### config.mk
export PLATFORM = sky130hd
export DESIGN_NAME = tug_move_arbiter
export DESIGN_NICKNAME = d
export VERILOG_FILES = /design/src/rtl/tug_move_arbiter.sv
export SDC_FILE = /design/constraint.sdc
export NUM_CORES = 1
export LEC_CHECK = 0
export CAP_MARGIN = 25
export CELL_PAD_IN_SITES_DETAIL_PLACEMENT = 1
export CELL_PAD_IN_SITES_GLOBAL_PLACEMENT = 2
export CORE_MARGIN = 1
export CORE_UTILIZATION = 36
export DETAILED_ROUTE_END_ITERATION = 6
export PLACE_DENSITY_LB_ADDON = 0.1
export SLEW_MARGIN = 30
export SYNTH_ARGS = -nofsm -noshare
export SYNTH_HDL_FRONTEND = slang
export SYNTH_SLANG_ARGS = --single-unit
### constraint.sdc
create_clock -name Clock -period 5.39 [get_ports Clock]
set_input_delay 1.617 -clock Clock [delete_from_list [all_inputs] [get_ports Clock]]
set_output_delay 1.617 -clock Clock [all_outputs]
set_load 0.05 [all_outputs]
### src/rtl/tug_move_arbiter.sv
// tug_move_arbiter
//
// Purpose: arbitrates the two players' debounced press pulses for the
// tug-of-war playfield. It enforces a cooldown after every granted move,
// tracks the signed rope position, detects a win, keeps per-player
// saturating scores and sequences the round-over hold and automatic restart.
//
// Optional build macro: TUG_RR_ARB_EN
//   When defined, simultaneous pending presses are served alternately,
//   starting with the side that was not granted most recently. When
//   undefined, simultaneous pending presses cancel each other.
//
// Ports:
//   Clock        in   system clock, all state on posedge
//   Reset        in   synchronous, active-high
//   left_req     in   one-cycle press pulse, left player
//   right_req    in   one-cycle press pulse, right player
//   move_left    out  one-cycle pulse, rope moved one step left
//   move_right   out  one-cycle pulse, rope moved one step right
//   pos          out  signed rope position, negative = left side
//   left_score   out  left wins, saturating at 7
//   right_score  out  right wins, saturating at 7
//   round_over   out  high throughout the round-over hold
//   winner_left  out  valid while round_over, 1 = left won
module tug_move_arbiter #(
    parameter int HALF        = 4,
    parameter int COOLDOWN    = 4,
    parameter int HOLD_CYCLES = 8,
    parameter int POS_W       = 4
) (
    input  logic                    Clock,
    input  logic                    Reset,
    input  logic                    left_req,
    input  logic                    right_req,
    output logic                    move_left,
    output logic                    move_right,
    output logic signed [POS_W-1:0] pos,
    output logic [2:0]              left_score,
    output logic [2:0]              right_score,
    output logic                    round_over,
    output logic                    winner_left
);

    localparam logic [1:0] ST_PLAY = 2'd0;
    localparam logic [1:0] ST_COOL = 2'd1;
    localparam logic [1:0] ST_OVER = 2'd2;

    localparam int COOL_W = $clog2(COOLDOWN + 1);
    localparam int HOLD_W = $clog2(HOLD_CYCLES + 1);

    localparam logic signed [POS_W-1:0] POS_WIN_LEFT  = POS_W'(-HALF);
    localparam logic signed [POS_W-1:0] POS_WIN_RIGHT = POS_W'(HALF);
    localparam logic signed [POS_W-1:0] POS_ONE       = POS_W'(1);

    // Score increment that sticks at the top value instead of wrapping.
    function automatic logic [2:0] sat_inc(input logic [2:0] score);
        if (score == 3'd7) begin
            sat_inc = score;
        end else begin
            sat_inc = score + 3'd1;
        end
    endfunction

    logic [1:0]        state_r, state_s;
    logic              pend_l_r, pend_l_s;
    logic              pend_r_r, pend_r_s;
    logic [COOL_W-1:0] cool_cnt_r, cool_cnt_s;
    logic [HOLD_W-1:0] hold_cnt_r, hold_cnt_s;
    logic signed [POS_W-1:0] pos_s;
    logic [2:0]        left_score_s, right_score_s;
    logic              move_left_s, move_right_s;
    logic              round_over_s, winner_left_s;
    logic              grant_l_s, grant_r_s;
    logic signed [POS_W-1:0] new_pos_s;
`ifdef TUG_RR_ARB_EN
    // 1 = left was granted most recently, 0 = right was
    logic              last_grant_r, last_grant_s;
`endif

    // Next-state logic: arbitration, cooldown/hold sequencing and win detection.
    always_comb begin
        state_s       = state_r;
        pend_l_s      = pend_l_r;
        pend_r_s      = pend_r_r;
        cool_cnt_s    = cool_cnt_r;
        hold_cnt_s    = hold_cnt_r;
        pos_s         = pos;
        left_score_s  = left_score;
        right_score_s = right_score;
        move_left_s   = 1'b0;
        move_right_s  = 1'b0;
        round_over_s  = round_over;
        winner_left_s = winner_left;
        grant_l_s     = 1'b0;
        grant_r_s     = 1'b0;
        new_pos_s     = pos;
`ifdef TUG_RR_ARB_EN
        last_grant_s  = last_grant_r;
`endif

        case (state_r)
            ST_PLAY: begin
                if (pend_l_r && pend_r_r) begin
`ifdef TUG_RR_ARB_EN
                    // Serve the side that did not win the previous grant.
                    grant_l_s = ~last_grant_r;
                    grant_r_s = last_grant_r;
`else
                    // Simultaneous presses cancel each other.
                    pend_l_s = 1'b0;
                    pend_r_s = 1'b0;
`endif
                end else begin
                    grant_l_s = pend_l_r;
                    grant_r_s = pend_r_r;
                end

                if (grant_l_s || grant_r_s) begin
                    if (grant_l_s) begin
                        pend_l_s    = 1'b0;
                        move_left_s = 1'b1;
                        new_pos_s   = pos - POS_ONE;
                    end else begin
                        pend_r_s     = 1'b0;
                        move_right_s = 1'b1;
                        new_pos_s    = pos + POS_ONE;
                    end
`ifdef TUG_RR_ARB_EN
                    last_grant_s = grant_l_s;
`endif
                    pos_s = new_pos_s;
                    // A winning step goes straight to the hold, skipping cooldown.
                    if (new_pos_s == POS_WIN_LEFT) begin
                        state_s       = ST_OVER;
                        hold_cnt_s    = HOLD_W'(HOLD_CYCLES - 1);
                        round_over_s  = 1'b1;
                        winner_left_s = 1'b1;
                        left_score_s  = sat_inc(left_score);
                    end else if (new_pos_s == POS_WIN_RIGHT) begin
                        state_s       = ST_OVER;
                        hold_cnt_s    = HOLD_W'(HOLD_CYCLES - 1);
                        round_over_s  = 1'b1;
                        winner_left_s = 1'b0;
                        right_score_s = sat_inc(right_score);
                    end else begin
                        state_s    = ST_COOL;
                        cool_cnt_s = COOL_W'(COOLDOWN - 1);
                    end
                end else begin
                    state_s = ST_PLAY;
                end
            end
            ST_COOL: begin
                if (cool_cnt_r == '0) begin
                    state_s = ST_PLAY;
                end else begin
                    cool_cnt_s = cool_cnt_r - COOL_W'(1);
                end
            end
            ST_OVER: begin
                if (hold_cnt_r == '0) begin
                    state_s       = ST_PLAY;
                    pos_s         = '0;
                    pend_l_s      = 1'b0;
                    pend_r_s      = 1'b0;
                    round_over_s  = 1'b0;
                    winner_left_s = 1'b0;
                end else begin
                    hold_cnt_s = hold_cnt_r - HOLD_W'(1);
                end
            end
            default: begin
                state_s = ST_PLAY;
            end
        endcase

        // A new press outranks a same-edge consume, so it is applied last.
        if (state_r != ST_OVER) begin
            pend_l_s = pend_l_s | left_req;
            pend_r_s = pend_r_s | right_req;
        end else begin
            pend_l_s = pend_l_s;
            pend_r_s = pend_r_s;
        end
    end

    // State and registered outputs.
    always_ff @(posedge Clock) begin
        if (Reset) begin
            state_r     <= ST_PLAY;
            pend_l_r    <= 1'b0;
            pend_r_r    <= 1'b0;
            cool_cnt_r  <= '0;
            hold_cnt_r  <= '0;
            pos         <= '0;
            left_score  <= 3'd0;
            right_score <= 3'd0;
            move_left   <= 1'b0;
            move_right  <= 1'b0;
            round_over  <= 1'b0;
            winner_left <= 1'b0;
        end else begin
            state_r     <= state_s;
            pend_l_r    <= pend_l_s;
            pend_r_r    <= pend_r_s;
            cool_cnt_r  <= cool_cnt_s;
            hold_cnt_r  <= hold_cnt_s;
            pos         <= pos_s;
            left_score  <= left_score_s;
            right_score <= right_score_s;
            move_left   <= move_left_s;
            move_right  <= move_right_s;
            round_over  <= round_over_s;
            winner_left <= winner_left_s;
        end
    end

`ifdef TUG_RR_ARB_EN
    // Round-robin history bit.
    always_ff @(posedge Clock) begin
        if (Reset) begin
            last_grant_r <= 1'b0;
        end else begin
            last_grant_r <= last_grant_s;
        end
    end
`endif

endmodule

Yosys cells after proc, flatten, opt, wreduce, memory -nomap -nowiden --
Cells that the tools add are included.
Storage, ports and cells: flip-flop bits (word level) 25, bits in latches 0, memory bits (writable) 0, memory bits (read-only) 0, bits of input ports 4, output and inout bits 14, word-level logic and storage cells 102, memories 0
Operators by class: $add $sub $neg 6, $mul 0, div/mod/pow operators 0, magnitude comparators 0, eq/ne operators 15, shifts and indexed selects 0, mux-type cells 47, bitwise operators 7, reductions and logical operators 15
Operator list (count):
- 4-bit two-way mux | 9
- 1-bit two-way mux | 21
- 2-bit != test, second input constant | 8
- 4-bit one-hot mux with 2 select lines | 2
- 3-bit two-way mux | 4
- 4-bit AND reduction | 3
- 2-bit two-way mux | 5
- 5-bit AND reduction | 2
- 1-bit one-hot mux with 2 select lines | 4
- 3-bit by 1-bit adder with 3-bit output, second input constant | 2
- 3-bit == test, second input constant | 2
- 2-bit one-hot mux with 3 select lines | 1
- 3-bit one-hot mux with 2 select lines | 1
- 1-bit NOT | 5
- 4-bit by 2-bit adder with 4-bit output, second input constant | 1
- 4-bit by 3-bit == test with 1-bit output, second input constant | 1
- 4-bit == test, second input constant | 1
- 4-bit zero test | 1
- 2-bit nonzero test | 2
- 4-bit by 1-bit subtractor with 4-bit output, second input constant | 1
- 4-bit by 2-bit subtractor with 4-bit output, second input constant | 1
- 3-bit zero test | 1
- 3-bit != test, second input constant | 1
- 3-bit AND reduction | 1
- other kinds (9) | 10

Logic depth before layout (Yosys ltp) --
depth in word-level cells 11, gate-level depth with buffers 9, depth with buffers taken out 9

Least setup slack after synthesis --
Ideal clock, no wire load.
kind reg-to-reg, start register pos[2], end register left_score[0], library setup time 121 ps, arrival time 2296 ps, data required time 5269 ps, slack 2973 ps, stages on the path, launching flop included 7, clock period less this slack 2417 ps, cell sequence dfxtp_1 ha_1 a31oi_1 o22ai_1 or3_4 a211oi_4 mux2_4
Between the ends: word-level cells in the longest chain between the ends 6
Ends and longest elaborated chain:
- from (decl) | RTL line 37 | output logic signed [POS_W-1:0] pos,
- from (signal assigned) | RTL line 208 | pos <= pos_s;
- 4-bit by 2-bit adder with 4-bit output / 4-bit by 2-bit subtractor with 4-bit output (equally long branches) | RTL line 126, 122
- 4-bit two-way mux * | RTL line 119 | if (grant_l_s) begin
- 4-bit two-way mux * | RTL line 118 | if (grant_l_s || grant_r_s) begin
- 4-bit two-way mux * | RTL line 101 | case (state_r)
- 4-bit by 3-bit == test with 1-bit output * | RTL line 133 | if (new_pos_s == POS_WIN_LEFT) begin
- 4-bit AND reduction (no source line) *
- to (signal assigned) | RTL line 209 | left_score <= left_score_s;
- to (decl) | RTL line 38 | output logic [2:0] left_score,
Mark *: on every way between the ends. The rest lies on a longest branch, timed or not. The select of a mux whose other input is x is not followed. A chain may end at the register's enable or synchronous reset.

Worst setup path after layout --
start register pos[1], end output pos[1]
No word-level cell between the ends.

==> results.md <==
* Ports at 18
* CTS max path bufs at 2
* WL per Instance at 14.37 um
* Distinct cells, synth at 41
* Critical Path Slowest Stage Cell: clkdlybuf4s50_1
* Synthesized instance count at 152
* CP peak stage delay at 0.86 ns
* Top cells by area, synth: dfxtp_1 (36%), ha_1 (12%), nand2b_1 (4.5%), nor2_1 (3.5%), a21oi_1 (2.8%)
* VDD IR max at 114.4 uV
* Die width at 64.48 um
* CP Max Fanout at 6
* Slew Viols, Final at 0
* Net count, final at roughly 190
* Worst Hold Class: register to register
* ANT nets after route at 0
* Antenna violations before repair at 0
* Die area at slightly above 0.004 mm^2
* Root Driver: clkbuf_8
* Worst setup path class: register to primary output
* Initial DRC Count at 41
* Post-CTS Setup Repair Bufs at 0
* GR Overflow Total at 0
* Final count of negative-setup-slack endpoints at 0
* Worst path depth at 1
* Worst endpoint required time at 3.77 ns
* Drt first pass iters at 4
* Syn Nets at 169
* Power Density at 280.6 mW/mm^2
* Final period util at 0.5989
* Status: finished, final reports clean
* Port Buffers at 17
* Max_slew headroom at 0.6022
* Via/cell ratio at 5.228
* # hold bufs at CTS at 0
* Via Count at between 1000 and 1500
* Synth top area share at 0.3562
* Dpl cells at 211
* Fin. Hold Viols at 0
* Yosys top cell by area: dfxtp_1
* Initial Utilization at 0.3809
* All-Layer GR Usage at 0.1739
* Layout area overhead at 16.83%
* RD Place Congestion at 0.7057
* First-pass GRT wire length at 5582 um
* Ant diodes at 0
* TritonCTS buffer count at 3
* Yosys reg bits at 25
* WP buf/inv at 1
* WP data arrival at 1.61 ns
* Clock transition at path regs at 0.09 ns
* CTS tree: done
* Cell Area, Synth at 0.001405 mm^2
* Core Box Area at 0.003689 mm^2
* Clk_skew at 0.003404 ns
* Critical-path cell list: clkdlybuf4s50_1
* Crit path capture type: primary output
* Layout cells sized above 1 at 0.09581
* Slew at the pin closest to its max-slew limit at between 0.5 and 0.6 ns
* Min cycle time layout at 3.228 ns
* Die H at about 64 um
* Max Cap Viol at 0
* Row Count at 22
* Largest net degree at the start of global routing at 34
* Post-cts sizing count at 0
* Clk Latency, worst-skew pair at approximately 0.27 ns
* CTS H-tree lvls at 1
* # DRC at 0
* Warnings from Yosys at 0
* Achievable frequency at 309.8 MHz
* Vias in the first global route at 1214
* Crit start category: register
* Leak at 0.6167 nW
* Hold Slack at roughly 0.46 ns
* Clock Sinks at 25
* Syn_area_per_cell at 9.244 um^2
* Final WL at 3089 um
* Post-synth ARST share at 0
* Setup TNS at 0 ns
* Most used DFF post-synth: dfxtp_1
* Post-DP HPWL at 2270 um
* CP delay by family, top: buffers and inverters
* Sequential share of the synthesized area at 0.3562
* Hold path depth at 2
* Non-filler instance count after layout at 215
* Reg2reg path depth at 8
* RSZ-0062 raised after global routing: false
* EDFF count, synth at 0
==> area by class of cell <==
type,count,area (um^2)
Multi-Input combinational cell,112,833.3
Sequential cell,25,500.5
Tap cell,48,60.06
Inverter,9,33.78
Fill cell,454,2047
Clock buffer,3,41.29
Timing Repair Buffer,17,165.2
Clock inverter,1,7.507
==> cell usage after synthesis (all sizes together), types with 3 or more instances <==
| library cell | instances |
|---|---|
| nor2 | 14 |
| nor2b | 6 |
| inv | 9 |
| xor2 | 3 |
| mux2i | 4 |
| a211oi | 4 |
| o21ai | 7 |
| nand2b | 10 |
| dfxtp | 25 |
| ha | 13 |
| and2 | 3 |
| nand2 | 4 |
| a21oi | 8 |
| clkbuf | 4 |
| nor3 | 5 |
==> sequential cells by signal, summed over array words and instances, names as in the netlist <==
name         flops
pos              4
move_right       1
right_score      3
state_r          2
pend_r_r         1
winner_left      1
round_over       1
left_score       3
hold_cnt_r       4
pend_l_r         1
move_left        1
cool_cnt_r       3
==> power by group <==
| part | internal [mW] | switching, mW | total [mW] | leakage [nW] |
|---|---|---|---|---|
| Combinational | 0.0507 | 0.0811 | 0.132 | 0.391 |
| Sequential | 0.198 | 0.0140 | 0.212 | 0.203 |
| Clock | 0.0525 | 0.0646 | 0.117 | 0.0217 |
| Total | 0.301 | 0.160 | 0.461 | 0.617 |
==> worst paths after layout <==
path | from | end | slack, ns
setup / recovery | pos[1]$_SDFFE_PP0P_ | pos[1] | 2.16
hold / removal | winner_left$_SDFFE_PP0P_ | winner_left$_SDFFE_PP0P_ | 0.46
setup reg to reg | pend_r_r$_SDFF_PP0_ | right_score[0]$_SDFFE_PP0P_ | 2.76
hold reg to reg | winner_left$_SDFFE_PP0P_ | winner_left$_SDFFE_PP0P_ | 0.46
==> layer usage <==
layer,track usage,vias up,part of all wire
met5,0,-,0
met1,0.2078,547,0.48
li1,-,563,-
met3,0.02289,4,0.017
met4,0.06667,0,0.010
met2,0.3132,10,0.50
==> metrics by stage <==
step | worst slack (ns) | util | cell area [um^2] | power (mW)
floorplan | 2.973 | - | 1405 | 0.3180
global placement | 2.097 | 0.4332 | 1598 | 0.3433
detailed placement | 2.493 | 0.4318 | 1593 | 0.3488
CTS | 2.170 | 0.4450 | 1642 | 0.4669
global route | 2.111 | 0.4450 | 1642 | 0.4950
finish | 2.162 | 0.4450 | 1642 | 0.4606
==> layout by cell type (no fill, tap or decap), drive strengths merged, types with 3 or more instances in the layout <==
master          n
a211oi          4
a21oi           8
and2            3
clkbuf          3
clkdlybuf4s50  16
dfxtp          25
ha             13
inv             9
mux2i           4
nand2           4
nand2b         10
nor2           14
nor2b           6
nor3            5
o21ai           7
xor2            3
==> cells by family after synthesis <==
logic type               synth area share
AO/OA/AOI/OAI                      0.1674
XOR/XNOR                          0.02494
adder cells (fa/ha/maj)            0.1158
buffers and inverters             0.05075
flip-flops                         0.3562
multiplexers                      0.04987
AND/OR/NAND/NOR                    0.2351
Note: power is estimated with default switching activity, not from simulation.
